===== config.mk =====
export PLATFORM = sky130hd
export DESIGN_NAME = mel_filterbank_ctrl_flat
export DESIGN_NICKNAME = d
export VERILOG_FILES = /design/src/rtl/mfcc_pkg.sv /design/src/rtl/mel_filterbank_ctrl_if.sv /design/src/rtl/mel_mac_unit.sv /design/src/rtl/mel_filterbank_ctrl.sv /design/src/flat_wrapper.sv
export SDC_FILE = /design/constraint.sdc
export NUM_CORES = 1
export LEC_CHECK = 0
export ABC_AREA = 0
export ABC_CLOCK_PERIOD_IN_PS = 7300
export CAP_MARGIN = 20
export CORE_AREA = 2 2 188 190
export DETAILED_ROUTE_END_ITERATION = 8
export DIE_AREA = 0 0 190 192
export GPL_TIMING_DRIVEN = 1
export PLACE_DENSITY_LB_ADDON = 0.1
export REMOVE_ABC_BUFFERS = 1
export SKIP_LAST_GASP = 1
export SLEW_MARGIN = 20
export SYNTH_ARGS = -nofsm -noshare
export SYNTH_HDL_FRONTEND = slang
export SYNTH_HIERARCHICAL = 1
export SYNTH_SLANG_ARGS = --single-unit
export TNS_END_PERCENT = 20

===== constraint.sdc =====
create_clock -name clk -period 7.3 [get_ports clk]
set_input_delay 1.825 -clock clk [delete_from_list [all_inputs] [get_ports clk]]
set_output_delay 1.825 -clock clk [all_outputs]
set_load 0.01 [all_outputs]

===== src/rtl/mfcc_pkg.sv =====
// mfcc_pkg: shared MFCC datapath constants and the mel filterbank state type.
package mfcc_pkg;

   localparam int MFCC_ADDR_WIDTH   = 12;
   localparam int MFCC_DATA_WIDTH   = 16;
   localparam int MFCC_WEIGHT_WIDTH = 16;
   localparam int MFCC_WADDR_WIDTH  = 10;
   localparam int MFCC_NBIN_WIDTH   = 8;
   localparam int MFCC_FIDX_WIDTH   = 5;
   localparam int MFCC_ACC_WIDTH    = 40;
   localparam int MFCC_OUT_WIDTH    = MFCC_ACC_WIDTH - 16;

   // Shared with the amplitude stage.
   localparam int NUM_BINS    = 257;
   localparam int NUM_FILTERS = 26;

   typedef enum logic [2:0] {
      MEL_IDLE,
      MEL_DESC,
      MEL_LATCH,
      MEL_RD,
      MEL_MAC,
      MEL_WRITE,
      MEL_DONE
   } mel_state_e;

endpackage


===== src/rtl/mel_filterbank_ctrl_if.sv =====
// mel_filterbank_ctrl_if: start/busy/done, descriptor ROM, amplitude RAM,
// weight ROM and mel RAM signals of the mel filterbank controller.
interface mel_filterbank_ctrl_if
   import mfcc_pkg::*;
#(
   parameter int ADDR_WIDTH   = MFCC_ADDR_WIDTH,
   parameter int DATA_WIDTH   = MFCC_DATA_WIDTH,
   parameter int WEIGHT_WIDTH = MFCC_WEIGHT_WIDTH,
   parameter int WADDR_WIDTH  = MFCC_WADDR_WIDTH,
   parameter int NBIN_WIDTH   = MFCC_NBIN_WIDTH,
   parameter int FIDX_WIDTH   = MFCC_FIDX_WIDTH,
   parameter int OUT_WIDTH    = MFCC_OUT_WIDTH
) ();

   logic                    mel_start;
   logic [FIDX_WIDTH-1:0]   desc_addr;
   logic [ADDR_WIDTH-1:0]   desc_start_bin;
   logic [NBIN_WIDTH-1:0]   desc_num_bins;
   logic [WADDR_WIDTH-1:0]  desc_w_base;
   logic [ADDR_WIDTH-1:0]   amp_rd_addr;
   logic [DATA_WIDTH-1:0]   amp_rd_data;
   logic [WADDR_WIDTH-1:0]  w_rd_addr;
   logic [WEIGHT_WIDTH-1:0] w_rd_data;
   logic                    mel_wr_en;
   logic [FIDX_WIDTH-1:0]   mel_wr_addr;
   logic [OUT_WIDTH-1:0]    mel_wr_data;
   logic                    mel_busy;
   logic                    mel_done;

   // Controller side.
   modport master (
      input  mel_start, desc_start_bin, desc_num_bins, desc_w_base,
             amp_rd_data, w_rd_data,
      output desc_addr, amp_rd_addr, w_rd_addr,
             mel_wr_en, mel_wr_addr, mel_wr_data, mel_busy, mel_done
   );

   // Sequencer and memory side.
   modport slave (
      output mel_start, desc_start_bin, desc_num_bins, desc_w_base,
             amp_rd_data, w_rd_data,
      input  desc_addr, amp_rd_addr, w_rd_addr,
             mel_wr_en, mel_wr_addr, mel_wr_data, mel_busy, mel_done
   );

endinterface


===== src/rtl/mel_mac_unit.sv =====
// mel_mac_unit: amplitude x weight multiplier with bin-range guard and a
// clearable accumulator; exposes the truncated energy (acc >> 16).
module mel_mac_unit
   import mfcc_pkg::*;
#(
   parameter int ADDR_WIDTH   = MFCC_ADDR_WIDTH,
   parameter int DATA_WIDTH   = MFCC_DATA_WIDTH,
   parameter int WEIGHT_WIDTH = MFCC_WEIGHT_WIDTH,
   parameter int ACC_WIDTH    = MFCC_ACC_WIDTH,
   parameter int OUT_WIDTH    = MFCC_OUT_WIDTH,
   parameter int BIN_LIMIT    = NUM_BINS
) (
   input  logic                    clk,
   input  logic                    rst,
   input  logic                    clr,
   input  logic                    en,
   input  logic [ADDR_WIDTH-1:0]   bin_idx,
   input  logic [DATA_WIDTH-1:0]   amp,
   input  logic [WEIGHT_WIDTH-1:0] weight,
   output logic [OUT_WIDTH-1:0]    energy
);

   localparam int PROD_WIDTH = DATA_WIDTH + WEIGHT_WIDTH;

   logic [PROD_WIDTH-1:0] prod;
   logic [ACC_WIDTH-1:0]  acc_d;
   logic [ACC_WIDTH-1:0]  acc_q;

   // Product of the current bin, forced to zero past the last valid bin.
   always_comb begin
      prod = '0;
      if (bin_idx < ADDR_WIDTH'(BIN_LIMIT)) begin
         prod = {{WEIGHT_WIDTH{1'b0}}, amp} * {{DATA_WIDTH{1'b0}}, weight};
      end
   end

   // Accumulator next value: clear wins over accumulate.
   always_comb begin
      acc_d = acc_q;
      if (clr) begin
         acc_d = '0;
      end else if (en) begin
         acc_d = acc_q + ACC_WIDTH'(prod);
      end
   end

   // Accumulator register.
   always_ff @(posedge clk or posedge rst) begin
      if (rst) begin
         acc_q <= '0;
      end else begin
         acc_q <= acc_d;
      end
   end

   assign energy = acc_q[ACC_WIDTH-1 -: OUT_WIDTH];

endmodule


===== src/rtl/mel_filterbank_ctrl.sv =====
// mel_filterbank_ctrl: walks the mel filter descriptor table, accumulates
// weighted amplitude bins per filter and writes one energy per filter.
module mel_filterbank_ctrl
   import mfcc_pkg::*;
#(
   parameter int ADDR_WIDTH   = MFCC_ADDR_WIDTH,
   parameter int DATA_WIDTH   = MFCC_DATA_WIDTH,
   parameter int WEIGHT_WIDTH = MFCC_WEIGHT_WIDTH,
   parameter int WADDR_WIDTH  = MFCC_WADDR_WIDTH,
   parameter int NBIN_WIDTH   = MFCC_NBIN_WIDTH,
   parameter int NUM_BINS     = mfcc_pkg::NUM_BINS,
   parameter int NUM_FILTERS  = mfcc_pkg::NUM_FILTERS,
   parameter int FIDX_WIDTH   = MFCC_FIDX_WIDTH,
   parameter int ACC_WIDTH    = MFCC_ACC_WIDTH,
   parameter int OUT_WIDTH    = MFCC_OUT_WIDTH
) (
   input  logic                  clk,
   input  logic                  rst,
   mel_filterbank_ctrl_if.master bus
);

   localparam logic [FIDX_WIDTH-1:0] FILT_LAST = FIDX_WIDTH'(NUM_FILTERS - 1);
   localparam logic [NBIN_WIDTH-1:0] NB_ONE    = NBIN_WIDTH'(1);

   mel_state_e              state_d, state_q;
   logic [FIDX_WIDTH-1:0]   filt_d, filt_q;
   logic [NBIN_WIDTH-1:0]   k_d, k_q;
   logic [ADDR_WIDTH-1:0]   start_bin_d, start_bin_q;
   logic [NBIN_WIDTH-1:0]   num_bins_d, num_bins_q;
   logic [WADDR_WIDTH-1:0]  w_base_d, w_base_q;
   logic [ADDR_WIDTH-1:0]   amp_addr_d, amp_addr_q;
   logic [WADDR_WIDTH-1:0]  w_addr_d, w_addr_q;
   logic                    wr_en_d, wr_en_q;
   logic                    done_d, done_q;
   logic                    busy_d, busy_q;
   logic [OUT_WIDTH-1:0]    energy;

   // Next-state, counters and registered outputs; the RD addresses are
   // computed on the transition into RD so they are stable for that cycle.
   always_comb begin
      state_d     = state_q;
      filt_d      = filt_q;
      k_d         = k_q;
      start_bin_d = start_bin_q;
      num_bins_d  = num_bins_q;
      w_base_d    = w_base_q;
      amp_addr_d  = amp_addr_q;
      w_addr_d    = w_addr_q;
      wr_en_d     = 1'b0;
      done_d      = 1'b0;
      unique case (state_q)
         MEL_IDLE: begin
            if (bus.mel_start) begin
               state_d = MEL_DESC;
               filt_d  = '0;
            end
         end
         MEL_DESC: state_d = MEL_LATCH;
         MEL_LATCH: begin
            start_bin_d = bus.desc_start_bin;
            num_bins_d  = bus.desc_num_bins;
            w_base_d    = bus.desc_w_base;
            k_d         = '0;
            if (bus.desc_num_bins == '0) begin
               state_d = MEL_WRITE;
               wr_en_d = 1'b1;
            end else begin
               state_d    = MEL_RD;
               amp_addr_d = bus.desc_start_bin;
               w_addr_d   = bus.desc_w_base;
            end
         end
         MEL_RD: state_d = MEL_MAC;
         MEL_MAC: begin
            k_d = k_q + NB_ONE;
            if (k_q == num_bins_q - NB_ONE) begin
               state_d = MEL_WRITE;
               wr_en_d = 1'b1;
            end else begin
               state_d    = MEL_RD;
               amp_addr_d = start_bin_q + ADDR_WIDTH'(k_d);
               w_addr_d   = w_base_q + WADDR_WIDTH'(k_d);
            end
         end
         MEL_WRITE: begin
            if (filt_q == FILT_LAST) begin
               state_d = MEL_DONE;
               done_d  = 1'b1;
            end else begin
               state_d = MEL_DESC;
               filt_d  = filt_q + FIDX_WIDTH'(1);
            end
         end
         MEL_DONE: state_d = MEL_IDLE;
         default:  state_d = MEL_IDLE;
      endcase
      busy_d = (state_d != MEL_IDLE);
   end

   // Controller state register.
   always_ff @(posedge clk or posedge rst) begin
      if (rst) begin
         state_q     <= MEL_IDLE;
         filt_q      <= '0;
         k_q         <= '0;
         start_bin_q <= '0;
         num_bins_q  <= '0;
         w_base_q    <= '0;
         amp_addr_q  <= '0;
         w_addr_q    <= '0;
         wr_en_q     <= 1'b0;
         done_q      <= 1'b0;
         busy_q      <= 1'b0;
      end else begin
         state_q     <= state_d;
         filt_q      <= filt_d;
         k_q         <= k_d;
         start_bin_q <= start_bin_d;
         num_bins_q  <= num_bins_d;
         w_base_q    <= w_base_d;
         amp_addr_q  <= amp_addr_d;
         w_addr_q    <= w_addr_d;
         wr_en_q     <= wr_en_d;
         done_q      <= done_d;
         busy_q      <= busy_d;
      end
   end

   mel_mac_unit #(
      .ADDR_WIDTH   (ADDR_WIDTH),
      .DATA_WIDTH   (DATA_WIDTH),
      .WEIGHT_WIDTH (WEIGHT_WIDTH),
      .ACC_WIDTH    (ACC_WIDTH),
      .OUT_WIDTH    (OUT_WIDTH),
      .BIN_LIMIT    (NUM_BINS)
   ) u_mac (
      .clk     (clk),
      .rst     (rst),
      .clr     (state_q == MEL_LATCH),
      .en      (state_q == MEL_MAC),
      .bin_idx (start_bin_q + ADDR_WIDTH'(k_q)),
      .amp     (bus.amp_rd_data),
      .weight  (bus.w_rd_data),
      .energy  (energy)
   );

   assign bus.desc_addr   = filt_q;
   assign bus.amp_rd_addr = amp_addr_q;
   assign bus.w_rd_addr   = w_addr_q;
   assign bus.mel_wr_en   = wr_en_q;
   assign bus.mel_wr_addr = filt_q;
   assign bus.mel_wr_data = energy;
   assign bus.mel_busy    = busy_q;
   assign bus.mel_done    = done_q;

endmodule


===== src/flat_wrapper.sv =====
// flat-port wrapper written by rule: the top's interface ports become plain ports
module mel_filterbank_ctrl_flat import mfcc_pkg::*;
#(
   parameter int ADDR_WIDTH   = MFCC_ADDR_WIDTH,
   parameter int DATA_WIDTH   = MFCC_DATA_WIDTH,
   parameter int WEIGHT_WIDTH = MFCC_WEIGHT_WIDTH,
   parameter int WADDR_WIDTH  = MFCC_WADDR_WIDTH,
   parameter int NBIN_WIDTH   = MFCC_NBIN_WIDTH,
   parameter int NUM_BINS     = mfcc_pkg::NUM_BINS,
   parameter int NUM_FILTERS  = mfcc_pkg::NUM_FILTERS,
   parameter int FIDX_WIDTH   = MFCC_FIDX_WIDTH,
   parameter int ACC_WIDTH    = MFCC_ACC_WIDTH,
   parameter int OUT_WIDTH    = MFCC_OUT_WIDTH
)
  (clk, rst, bus_mel_start, bus_desc_start_bin, bus_desc_num_bins, bus_desc_w_base, bus_amp_rd_data, bus_w_rd_data, bus_desc_addr, bus_amp_rd_addr, bus_w_rd_addr, bus_mel_wr_en, bus_mel_wr_addr, bus_mel_wr_data, bus_mel_busy, bus_mel_done);
  mel_filterbank_ctrl_if #(.ADDR_WIDTH(ADDR_WIDTH), .DATA_WIDTH(DATA_WIDTH), .WEIGHT_WIDTH(WEIGHT_WIDTH), .WADDR_WIDTH(WADDR_WIDTH), .NBIN_WIDTH(NBIN_WIDTH), .FIDX_WIDTH(FIDX_WIDTH), .OUT_WIDTH(OUT_WIDTH)) bus_i ();
  input  logic clk;
  input  logic rst;
  input wire logic [$bits(bus_i.mel_start)-1:0] bus_mel_start;
  input wire logic [$bits(bus_i.desc_start_bin)-1:0] bus_desc_start_bin;
  input wire logic [$bits(bus_i.desc_num_bins)-1:0] bus_desc_num_bins;
  input wire logic [$bits(bus_i.desc_w_base)-1:0] bus_desc_w_base;
  input wire logic [$bits(bus_i.amp_rd_data)-1:0] bus_amp_rd_data;
  input wire logic [$bits(bus_i.w_rd_data)-1:0] bus_w_rd_data;
  output wire logic [$bits(bus_i.desc_addr)-1:0] bus_desc_addr;
  output wire logic [$bits(bus_i.amp_rd_addr)-1:0] bus_amp_rd_addr;
  output wire logic [$bits(bus_i.w_rd_addr)-1:0] bus_w_rd_addr;
  output wire logic [$bits(bus_i.mel_wr_en)-1:0] bus_mel_wr_en;
  output wire logic [$bits(bus_i.mel_wr_addr)-1:0] bus_mel_wr_addr;
  output wire logic [$bits(bus_i.mel_wr_data)-1:0] bus_mel_wr_data;
  output wire logic [$bits(bus_i.mel_busy)-1:0] bus_mel_busy;
  output wire logic [$bits(bus_i.mel_done)-1:0] bus_mel_done;
  assign bus_i.mel_start = bus_mel_start;
  assign bus_i.desc_start_bin = bus_desc_start_bin;
  assign bus_i.desc_num_bins = bus_desc_num_bins;
  assign bus_i.desc_w_base = bus_desc_w_base;
  assign bus_i.amp_rd_data = bus_amp_rd_data;
  assign bus_i.w_rd_data = bus_w_rd_data;
  assign bus_desc_addr = bus_i.desc_addr;
  assign bus_amp_rd_addr = bus_i.amp_rd_addr;
  assign bus_w_rd_addr = bus_i.w_rd_addr;
  assign bus_mel_wr_en = bus_i.mel_wr_en;
  assign bus_mel_wr_addr = bus_i.mel_wr_addr;
  assign bus_mel_wr_data = bus_i.mel_wr_data;
  assign bus_mel_busy = bus_i.mel_busy;
  assign bus_mel_done = bus_i.mel_done;
  mel_filterbank_ctrl #(.ADDR_WIDTH(ADDR_WIDTH), .DATA_WIDTH(DATA_WIDTH), .WEIGHT_WIDTH(WEIGHT_WIDTH), .WADDR_WIDTH(WADDR_WIDTH), .NBIN_WIDTH(NBIN_WIDTH), .NUM_BINS(NUM_BINS), .NUM_FILTERS(NUM_FILTERS), .FIDX_WIDTH(FIDX_WIDTH), .ACC_WIDTH(ACC_WIDTH), .OUT_WIDTH(OUT_WIDTH)) u_core (.clk(clk), .rst(rst), .bus(bus_i));
endmodule

# == After elaboration in Yosys (flattened, before gate mapping) ==
# Index checks and enable logic that the tools add are counted.
# op_classes
n_addsub,7
mul,1
magnitude_cmp,1
n_eq_ne,11
mux,23
reduce_logical,7
# ops
op,n
40-bit 2-to-1 mux,2
40-bit by 32-bit adder with 40-bit output,1
16-bit by 16-bit multiplier with 32-bit output,1
32-bit 2-to-1 mux,1
12-bit by 8-bit adder with 12-bit output,2
12-bit 2-to-1 mux,2
12-bit one-hot mux with 2 select lines,1
10-bit 2-to-1 mux,2
10-bit one-hot mux with 2 select lines,1
3-bit one-hot mux with 6 select lines,1
8-bit one-hot mux with 2 select lines,1
12-bit by 9-bit < comparator with 1-bit output (second input constant),1
3-bit 2-to-1 mux,4
10-bit by 8-bit adder with 10-bit output,1
5-bit 2-to-1 mux,2
5-bit one-hot mux with 2 select lines,1
8-bit by 1-bit adder with 8-bit output (second input constant),1
8-bit equality test,1
8-bit zero test,1
2-bit inequality test (second input constant),4
8-bit by 1-bit subtractor with 8-bit output (second input constant),1
3-bit by 2-bit equality test with 1-bit output (second input constant),2
3-bit equality test (second input constant),2
3-bit AND reduction,2
other kinds (8),12
# totals
ff_bits,111
input_bits,65
out_inout_bits,59

# == Depth between registers and ports, before layout ==
# logic_depth
word_depth,6
ltp_mapped,31
mapped_depth_nobuf,29

# == By module ==
# The synthesis kept the hierarchy.
# modules_own_cells
mod,instances,cells_per_inst,area_each_um2
mel_mac_unit,1,1503,12465.7
mel_filterbank_ctrl,1,519,4621.9

# == Least setup slack after synthesis ==
# OpenSTA, ideal clock, no wires.
# synth_timing
path_kind,input -> register
start,in bus_w_rd_data[5]
end,reg u_core.u_mac.acc_q[37]
arrival_time_ps,8921
path_slack_ps,-1699
stages,28
n_path_buf,1
cell_sequence,clkbuf_1 -> and2_1 -> fa_1 -> inv_1 -> fa_1 -> fa_1 -> fa_1 -> inv_1 -> fa_1 -> inv_1 -> fa_1 -> inv_1 -> ha_1 -> nand2_1 -> a211oi_1 -> o41ai_1 -> a211o_1 -> a2111oi_0 -> mux2i_1 -> a21oi_1 -> ha_1 -> nand2_1 -> nor4_1 -> a21oi_1 -> a211oi_1 -> nor3_1 -> or3_1 -> a21oi_1
# synth_via
elab_chain_cells,5
# synth_lines
item,line_no,source
"start, declared",flat_wrapper.sv:24,input wire logic [$bits(bus_i.w_rd_data)-1:0] bus_w_rd_data;
16-bit by 16-bit multiplier with 32-bit output,mel_mac_unit.sv:33,"prod = {{WEIGHT_WIDTH{1'b0}}, amp} * {{DATA_WIDTH{1'b0}}, weight};"
32-bit 2-to-1 mux,mel_mac_unit.sv:32,if (bin_idx < ADDR_WIDTH'(BIN_LIMIT)) begin
40-bit by 32-bit adder with 40-bit output,mel_mac_unit.sv:43,acc_d = acc_q + ACC_WIDTH'(prod);
40-bit 2-to-1 mux,mel_mac_unit.sv:42,end else if (en) begin
40-bit 2-to-1 mux,mel_mac_unit.sv:40,if (clr) begin
"end signal, assigned",mel_mac_unit.sv:50,acc_q <= '0;
"end signal, assigned",mel_mac_unit.sv:52,acc_q <= acc_d;
"end, declared",mel_mac_unit.sv:27,logic [ACC_WIDTH-1:0] acc_q;
# No other way between the ends. The select of a mux whose other input is x is not followed.
# A chain may end at the register's enable or synchronous reset.

# == Worst setup path after layout ==
# layout_timing
start,in bus_w_rd_data[4]
end,reg u_core.u_mac.acc_q[36]
# Same word-level chain as after synthesis.

==> key figures <==
Die
  – Die height: 192 um
  – Core area: about 34000 sq um
  – Num rows: ~70
  – Initial core utilization: between 40% and 50%
  – Die area: roughly 36000 sq um
  – I/O Pins: 124
  – Die Wd: between 150 and 200 um

Timing
  – Final clock skew: between 15 and 20 ps
  – Slew Viols, Final: 0
  – Final Worst Setup Slack: -1390 ps
  – Final Hold Fails: 0
  – Slew headroom: around 36%
  – Max Fclk: roughly 120 MHz
  – Final min period: slightly below 9000 ps
  – Setup_tns: -31150 ps
  – Tightest Pin Transition: slightly below 1000 ps
  – Hold_ws: ~500 ps
  – RSZ-0062 raised after global routing: yes
  – Final setup viols: 29
  – Fin crit share: 119%

Finish
  – Final instance area: ~22000 sq um
  – Synthesis-to-layout area growth: 30.5%
  – Multi-input gate area: about 14000 sq um
  – # diodes: 0
  – Nets: approximately 2800
  – Fillers: ~2800
  – Sequential cell area: between 2000 and 3000 sq um
  – Layout cells sized above 1: about a quarter

Clocking
  – Root buffer cell: clkbuf_16
  – Cts bufs inserted: 9
  – Hold Buf Count CTS: 0
  – Htree depth: 3
  – TritonCTS clock tree: yes
  – Clock sink count: between 100 and 150
  – Clock slew at reported path FFs: roughly 90 ps
  – Deepest clock path buffer count: 2
  – Worst skew pair latency: ~380 ps

GRT
  – Overall Global Routing Usage: 26.9%
  – Largest net degree at the start of global routing: ~70
  – Vias in the first global route: 16500
  – First-pass GRT wire length: between 80000 and 90000 um
  – Initial antenna violation count: 0
  – Total grt overflow: 0

Place
  – Pre-CTS setup slack: -2580 ps
  – Dpl hpwl: around 36000 um
  – Number of buffers added on ports: 123
  – Cell Area, Placed: 20400 sq um
  – Routability Congestion: 0.879

Critical path
  – R2R depth: 21
  – Worst path slowest cell: fa_1
  – WP buf/inv: 9
  – Startpoint types: input port
  – Worst Setup End Kind: register
  – Worst setup path end: u_core/u_mac/acc_q[36]$_DFFE_PP0P_
  – Critical R2R Launch: u_core/k_q[0]$_DFFE_PP0P_
  – Setup crit start: bus_w_rd_data[4]
  – Most used cell, CP: fa_1
  – CP max stage delay: around 550 ps
  – Critical R2R Capture: u_core/u_mac/acc_q[39]$_DFFE_PP0P_
  – Crit path kind: input port to register
  – Critical Path Stages: 32
  – R2R setup slack: between 1000 and 1500 ps
  – Peak fanout along the critical path: 5
  – Worst Path Arrival: around 8900 ps
  – Delay-heaviest family, CP: adder cells
  – WP data required: between 7000 and 8000 ps

Synth
  – Ys Warns: 6
  – Simple-gate share of the synthesized area: approximately a fifth
  – #FFs+latches synth: ~110
  – Post-synthesis sequential area ratio: between 10% and 20%
  – Top cells by count, synth: 330 x nand2_1, 262 x inv_1, 198 x fa_1
  – Post-synth EDFFs: 0
  – Most frequent cell after synthesis: nand2_1
  – Mean Syn Cell Area: ~8.5 sq um
  – Synth async-reset ratio: 100%
  – Compound-cell area share of the yosys netlist: 13.2%
  – Instance count of the mapped netlist: ~2000
  – Post-synth cell types: 73
  – Top-area cell type share of the netlist area: 23.2%
  – Main combinational cell family by area after synthesis: adder cells
  – Post-Syn Area: between 15000 and 20000 sq um
  – Leading area contributor after synthesis: fa_1
  – Top post-synthesis cells by area: fa_1 23%, dfrtp_1 16%, ha_1 12%
  – Mux cell area share after synthesis: ~2.8%
  – Post-synth top flop: dfrtp_1
  – Adder-cell share of the synthesized area: 35.2%
  – XOR/XNOR Fraction of Synth Area: between 3 and 4%

Detailed routing
  – Drt wl/cell: 16.4 um
  – Iter 0 DRT Violations: approximately 840
  – ANT nets after route: 0
  – Drt total wl: 46600 um
  – Residual DRC count: 0
  – Vias/cell: between 5 and 6
  – Vias: ~15000
  – First-pass DRT Iterations: 5

Outcome
  – Status: finished, violations left
  – Failing checks: setup timing

Job
  – Number of max-cap violations: 0

Worst hold path
  – Hold crit path type: register to register
-- flip-flops by register name, indices dropped and copies added (netlist names) --
register,count
u_core/w_base_q,10
u_core/bus.mel_wr_en,1
u_core/bus.mel_done,1
u_core/bus.w_rd_addr,10
u_core/bus.desc_addr,5
u_core/start_bin_q,12
u_core/k_q,8
u_core/u_mac/acc_q,40
u_core/state_q,3
u_core/num_bins_q,8
u_core/bus.amp_rd_addr,12
u_core/bus.mel_busy,1
-- stage by stage --
step | std cells | util (%)
CTS | 2825 | 63.7
detailed placement | 2764 | 59.5
floorplan | 1912 | -
global placement | 2764 | 59.5
global route | 2836 | 65.0
finish | 2836 | 65.0
-- layer usage --
metal	track usage, %	share of wire, %	vias up
met2	46.5	49	318
met5	0	0	-
met4	9.39	2.8	0
li1	-	-	7312
met3	2.61	3.5	90
met1	35.3	45	7511
-- worst min-delay path by stage --
stage | from | endpoint | depth (start not counted)
2_1_floorplan | u_core/w_base_q[0]$_DFFE_PP0P_ | u_core/w_base_q[0]$_DFFE_PP0P_ | 2
3_3_place_gp | u_core/w_base_q[0]$_DFFE_PP0P_ | u_core/w_base_q[0]$_DFFE_PP0P_ | 2
3_5_place_dp | u_core/w_base_q[5]$_DFFE_PP0P_ | u_core/w_base_q[5]$_DFFE_PP0P_ | 2
4_1_cts | u_core/w_base_q[5]$_DFFE_PP0P_ | u_core/w_base_q[5]$_DFFE_PP0P_ | 2
5_1_grt | u_core/w_base_q[5]$_DFFE_PP0P_ | u_core/w_base_q[5]$_DFFE_PP0P_ | 2
6_report | u_core/w_base_q[5]$_DFFE_PP0P_ | u_core/w_base_q[5]$_DFFE_PP0P_ | 2
-- area by class of cell --
class                      count  share of cell area [%]
multi-input combinational   1539                    61.9
timing repair buffer         453                    17.3
sequential                   111                    12.5
inverter                     262                    4.41
tap                          455                    2.55
clock buffer                  10                    1.07
clock inverter                 6                   0.314
-- placed cells by master (no fill, tap or decap), drive strengths merged, types with 14 or more instances in the layout --
cell type and count:
mux2i 18, nand3 27, xnor2 37, nor3 23, nor2 101, and3 14
buf 349, xor2 39, and2 125, fa 198, dfrtp 111, clkdlybuf4s50 92
o21ai 89, a211oi 20, a21o 31, ha 164, mux2 20, nand2 330
inv 266, nand4 25, nand2b 17, a21oi 95
-- worst register-to-register path: cells and delay by family (launching register included) --
family                     cells  cell delay (ps)
adders and majority gates      3              890
AOI/OAI and AO/OA             10             2270
DFF                            1              520
buffers and inverters          2              300
and+or+nand+nor                6             1990
-- logic make-up (layout without fill, tap and decap cells) --
logic type      after synthesis  in the layout
mux                          38             38
flops                       111            111
simple gates                713            713
compound gates              350            350
xor+xnor                     76             76
buf+inv                     372            731
fa+ha+maj                   362            362
-- repair_timing --
action | CTS | global route
pin swaps | 137 | 78
buffers inserted | 42 | 12
gates cloned | 3 | 0
endpoints found under the setup margin | 31 | 32
gates resized for setup | 327 | 100
Power is left out: the tool's default activity adds up to more than one toggle a clock period on the data nets, which glitch-free logic cannot reach.
==> RTL change 1, RTL diff (same flow settings) <==
Encoding of `mel_state_e`: now one-hot (7 bits for 7 states).
--- a/src/rtl/mfcc_pkg.sv
+++ b/src/rtl/mfcc_pkg.sv
@@ -15,12 +15,12 @@
    localparam int NUM_FILTERS = 26;
 
-   typedef enum logic [2:0] {
-      MEL_IDLE,
-      MEL_DESC,
-      MEL_LATCH,
-      MEL_RD,
-      MEL_MAC,
-      MEL_WRITE,
-      MEL_DONE
+   typedef enum logic [6:0] {
+      MEL_IDLE  = 7'b0000001,
+      MEL_DESC  = 7'b0000010,
+      MEL_LATCH = 7'b0000100,
+      MEL_RD    = 7'b0001000,
+      MEL_MAC   = 7'b0010000,
+      MEL_WRITE = 7'b0100000,
+      MEL_DONE  = 7'b1000000
    } mel_state_e;
 
Formal check against the unedited RTL: same outputs for any inputs over 10 cycles, from zero or initial values and one cycle with rst high; not proved beyond that.
==> RTL change 1 against the unedited design <==
The run still ends with negative setup slack left; synthesized area grew 1.3%; critical path depth shrank 3; cell area down 2.5%; global-route usage is 1.1 points lower; wire length is 4.3% lower; largest cell class unchanged; sequential cell count grew 4; setup slack worse by 0.034 ns; clock skew is 0.0067 ns lower; highest routed layer unchanged; non-clock buffer count fell by 63.
==> RTL change 1: results (changes against the unedited design) <==
** Route
- The via count was 14900 (-2.5%).
- Number of DRC violations after detailed-routing iteration 0 :: 834 (-1.2%)
- The via-per-instance ratio came to 5.33 (-0.74%).
- Wire length after detailed routing :: 44.6 mm (-4.3%)

** Status
- Violated checks :: negative setup slack
- Result of the run :: finished with violations

** Timing
- The final setup violation count is 29 (unchanged).
- The setup clock skew after layout came to 0.0114 ns (-0.00667 ns).
- The final worst setup slack is -1.43 ns (-0.0344 ns).
- The remaining max-slew budget at the tightest pin is 0.422 (+0.0647).

** Placed design
- Area after detailed placement :: 0.0202 sq mm (-0.90%)
- The weighted congestion reported at the end of routability-driven placement is 0.871 (-0.93%).
- Setup slack after placement :: -2.57 ns (+0.00843 ns)
- The number of instances in the placed design is 2707 (-2.1%).
- DPL Wire Length :: 35.0 mm (-3.0%)

** Clocking
- Number of CTS-inserted buffers :: 17 (+8)
- Root buffer selected by CTS :: clkbuf_16
- The register clock-pin slew on the reported worst setup and hold paths is 0.06 ns (-0.03 ns).
- Later-pin clock latency in the skew report :: 0.43 ns (+0.05 ns)
- Clock H-tree levels :: 4 (+1)

** Cells and area
- Layout cells sized above 1 :: 0.194 (-0.0569)
- The total of fill cells in the finished design is 2956 (+3.8%).
- Max FFs per register :: 40 (unchanged)

** Synth
- Top cells by area in the synthesized netlist :: fa_1, dfrtp_1, ha_1
- After synthesis, the most frequently instantiated cells are nand2_1, inv_1, fa_1.
- Adder-cell share of the synthesized area :: 0.347 (-0.00458)
- Post-synth cell types :: 78 (+6.8%)
- Synth Area in Compound Gates :: 0.127 (-0.00497)
- The post-synthesis cell count was 2018 (-0.20%).
- Fraction of synthesized area in multiplexers :: 0.0318 (+0.00412)
- The fraction of synthesized cell area in xor and xnor cells was 0.0415 (+0.00253).
- The total of warnings raised by yosys was 6 (unchanged).
- Sequential-to-total area share from yosys stat :: 0.166 (+0.00374)

** GRT
- The wire length of the first global-routing pass is 76.7 mm (-4.2%).
- Number of global-route vias before repair :: 15700 (-4.9%)
- Largest net degree at the start of global routing :: 76 (+5.6%)
- The global-route usage over all layers is 0.258 (-0.0109).

** Critical path
- The maximum net fanout on the critical path came to 4 (-1).
- Stage delay of the slowest cell on the critical path :: 0.57 ns (+0.02 ns)
- The critical path arrival came to 9.03 ns (+0.10 ns).

** Worst hold path
- Min-Delay Path Class :: reg -> reg

** Power and ir drop
- Summed over all cells, the static leakage comes to 10.9 nW.
## RTL change 1: logic make-up (layout without fill, tap and decap cells)
| logic type | Yosys count | in the layout |
|---|---|---|
| fa+ha+maj | 362 | 362 |
| buf+inv | 374 | 688 |
| compound gates | 330 | 330 |
| mux | 46 | 46 |
| xor+xnor | 82 | 82 |
| simple gates | 709 | 709 |
| flops | 115 | 115 |
## RTL change 1: cell type report
cell class                 instances  share of cell area
inverter                         266              0.0461
clock inverter                    14             0.00921
timing repair buffer             390               0.155
sequential                       115               0.132
multi-input combinational       1529               0.612
clock buffer                      18              0.0197
tap                              455              0.0262
## RTL change 1: path summary, 6_finish.rpt
path / slack (ns) / endpoint / startpoint / cells after the start
max reg2reg: 1.22 / u_core/u_mac/acc_q[20] / u_core/k_q[0] / 21
max in group asynchronous: 4.86 / u_core/bus.mel_wr_en / rst / 3
min: 0.48 / u_core/w_base_q[5] / u_core/w_base_q[5] / 2
min in group asynchronous: 1.90 / u_core/u_mac/acc_q[35] / rst / 3
min reg2reg: 0.48 / u_core/w_base_q[5] / u_core/w_base_q[5] / 2
max: -1.43 / u_core/u_mac/acc_q[28] / bus_amp_rd_data[7] / 29
## RTL change 1: through the flow
step	setup TNS (ns)	utilization
CTS	-32.08	0.628
detailed placement	-63.13	0.590
finish	-32.51	0.634
global placement	-62.02	0.590
floorplan	-34.56	-
global route	-42.71	0.634
## RTL change 1: layer usage
layer | wire (um) | up-vias | track usage
li1 | - | 7225 | -
met1 | 20800 | 7327 | 0.350
met2 | 21600 | 249 | 0.444
met3 | 1340 | 56 | 0.0285
met4 | 860 | 0 | 0.0626
met5 | 0 | - | 0
## RTL change 1: worst min-delay path: stages, from the launching register on
cell and delay (ns):
dfrtp_1 0.34, nand2_1 0.05, nand2_1 0.06
## RTL change 1: where the power goes
| group | internal [mW] | leakage [nW] | switching (mW) |
|---|---|---|---|
| clock | 0.575 | 0.298 | 0.333 |
| sequential | 0.817 | 1.47 | 0.177 |
| combinational | 4.30 | 9.11 | 4.26 |
## RTL change 1: what timing repair did
action	in CTS	in global routing
pin swaps	80	26
gates cloned	1	0
buffers inserted	39	8
resized for setup	181	49
endpoints found under the setup margin	31	31
==> RTL change 2, RTL diff (same flow settings) <==
Made on the original files. `MFCC_ADDR_WIDTH`: 12 -> 13.
--- a/src/rtl/mfcc_pkg.sv
+++ b/src/rtl/mfcc_pkg.sv
@@ -2,5 +2,5 @@
 package mfcc_pkg;
 
-   localparam int MFCC_ADDR_WIDTH   = 12;
+   localparam int MFCC_ADDR_WIDTH   = 13;
    localparam int MFCC_DATA_WIDTH   = 16;
    localparam int MFCC_WEIGHT_WIDTH = 16;
Ports: changed (resized bus_amp_rd_addr and bus_desc_start_bin); port bits go from 124 to 126. The function was not compared with the original's and may differ.
==> RTL change 2 against the unedited design <==
Sequential cell count rose by 2; critical path type unchanged; setup slack improved by 0.079 ns; synthesized area rose by 0.75%; clock skew fell by 0.0015 ns; synthesized cell count fell by 0.89%; cell area fell by 2.1%; wire length fell by 3.9%; the flow still finishes with violations (negative setup slack).
==> RTL change 2: results (changes against the unedited design) <==
** Status
- Result of the run :: finished with violations
- The final reports fail on negative setup slack.

** Timing
- The worst hold margin is 0.487 ns (-0.00658 ns).
- Endpoints failing setup :: 29 (unchanged)
- The remaining max-slew budget at the tightest pin was 0.285 (-0.0720).
- The final worst setup slack is -1.31 ns (+0.0786 ns).
- Worst setup skew after layout :: 0.0166 ns (-0.00150 ns)
- The peak clock frequency supported by timing is 116 MHz (+0.91%).
- The final-layout setup total negative slack is -29.68 ns (+1.47 ns).

** Synth
- By count the netlist is led by nand2_1, inv_1, fa_1.
- Ranked by total cell area, the synthesized netlist is headed by fa_1, dfrtp_1, ha_1.
- Fraction of synthesized area in multiplexers :: 0.0317 (+0.00401)
- Synth Area in Compound Gates :: 0.130 (-0.00288)
- The fraction of synthesized cell area in xor and xnor cells is 0.0417 (+0.00276).
- Post-synth cell types :: 78 (+6.8%)
- Sequential-to-total area share from yosys stat :: 0.164 (+0.00169)

** Route
- Routed met3 length :: 1.67 mm (+0.91%)
- The met1 wire length came to 21.7 mm (+3.4%).
- Met2 Routed Length :: 20.8 mm (-8.2%)
- The average detailed-routed wire length per instance is 16.1 um (-2.2%).
- The via count came to 14800 (-2.7%).
- Number of DRC violations after detailed-routing iteration 0 :: 926 (+9.7%)

** Critical path
- The maximum net fanout on the critical path came to 8 (+3).
- On the critical path, the stage with the largest delay is an instance of fa_1.
- Flop2flop setup slack :: 0.91 ns (-0.32 ns)

** Placed design
- The number of input and output port buffers inserted came to 125 (+1.6%).
- RePlAce Congestion :: 0.883 (+0.48%)
- The placed wire-length estimate after detailed placement came to 35.7 mm (-1.0%).

** Clocking
- The total number of H-tree levels was 4 (+1).
- The clock insertion delay at the later pin of the skew report is 0.43 ns (+0.05 ns).
- Clock-pin slew on the worst setup and hold paths :: 0.07 ns (-0.02 ns)
- Number of CTS-inserted buffers :: 17 (+8)

** GRT
- The global-route usage over all layers came to 0.260 (-0.00922).
- The wire length of the first global-routing pass is 76.8 mm (-4.1%).
- Largest net degree at the start of global routing :: 74 (+2.8%)

** Cells and area
- The total of fill cells in the finished design is 2953 (+3.7%).
- Nets@finish :: 2747 (-2.0%)
-- RTL change 2: worst paths after layout --
| path | startpoint | to | cells after the start |
|---|---|---|---|
| max reg2reg | u_core/k_q[0] | u_core/u_mac/acc_q[27] | 21 |
| min | u_core/w_base_q[3] | u_core/w_base_q[3] | 2 |
| max | bus_amp_rd_data[7] | u_core/u_mac/acc_q[36] | 29 |
| min reg2reg | u_core/w_base_q[3] | u_core/w_base_q[3] | 2 |
| min in group asynchronous | rst | u_core/u_mac/acc_q[10] | 3 |
| max in group asynchronous | rst | u_core/bus.desc_addr[0] | 3 |
-- RTL change 2: power groups by stage --
stage | clock network, mW | registers [mW] | logic, mW
CTS | 0.843 | 1.08 | 9.85
detailed placement | 0 | 1.08 | 8.87
global placement | 0 | 1.08 | 8.85
floorplan | 0 | 1.07 | 5.44
finish | 0.827 | 1.08 | 10.4
global route | 0.874 | 1.11 | 11.6
-- RTL change 2: worst max-delay path, delay by kind of cell --
family / cells / cell delay, ns
AOI/OAI and AO/OA: 11 / 2.46
adders and majority gates: 8 / 3.57
buffers and inverters: 6 / 0.45
muxes: 1 / 0.30
and+or+nand+nor: 3 / 0.31
-- RTL change 2: routing by layer --
| metal | up-vias | track usage |
|---|---|---|
| met5 | - | 0 |
| met3 | 40 | 0.0349 |
| li1 | 7210 | - |
| met4 | 0 | 0.0617 |
| met1 | 7264 | 0.372 |
| met2 | 308 | 0.418 |
-- RTL change 2: what timing repair did --
item | in CTS | in global routing
pin swaps | 121 | 32
resized for setup | 225 | 57
buffers inserted | 22 | 9
endpoints found under the setup margin | 31 | 31
-- RTL change 2: layout make-up --
type / instances / area [sq um] / area share
Timing Repair Buffer: 403 / 3390 / 0.155
Sequential cell: 113 / 2830 / 0.130
Tap cell: 455 / 569 / 0.0261
Clock buffer: 18 / 429 / 0.0197
Multi-Input combinational cell: 1516 / 13500 / 0.617
Inverter: 268 / 1010 / 0.0461
Clock inverter: 14 / 144 / 0.00659
-- RTL change 2: kinds of logic after synthesis --
kind of cell,after synthesis
AOI/OAI and AO/OA,334
adders and majority gates,362
DFF,113
muxes,46
buffers and inverters,375
xor gates and xnor gates,82
and+or+nand+nor,692
-- RTL change 2: through the flow --
stage / area, sq um / setup WS [ns] / total power [mW] / instances / utilization
finish: 21800 / -1.31 / 12.3 / 2787 / 0.637
detailed placement: 20400 / -2.55 / 9.95 / 2724 / 0.594
floorplan: 16700 / -1.90 / 6.51 / 1897 / -
global route: 21800 / -1.62 / 13.6 / 2787 / 0.637
global placement: 20400 / -2.49 / 9.93 / 2724 / 0.594
CTS: 21500 / -1.26 / 11.8 / 2778 / 0.628
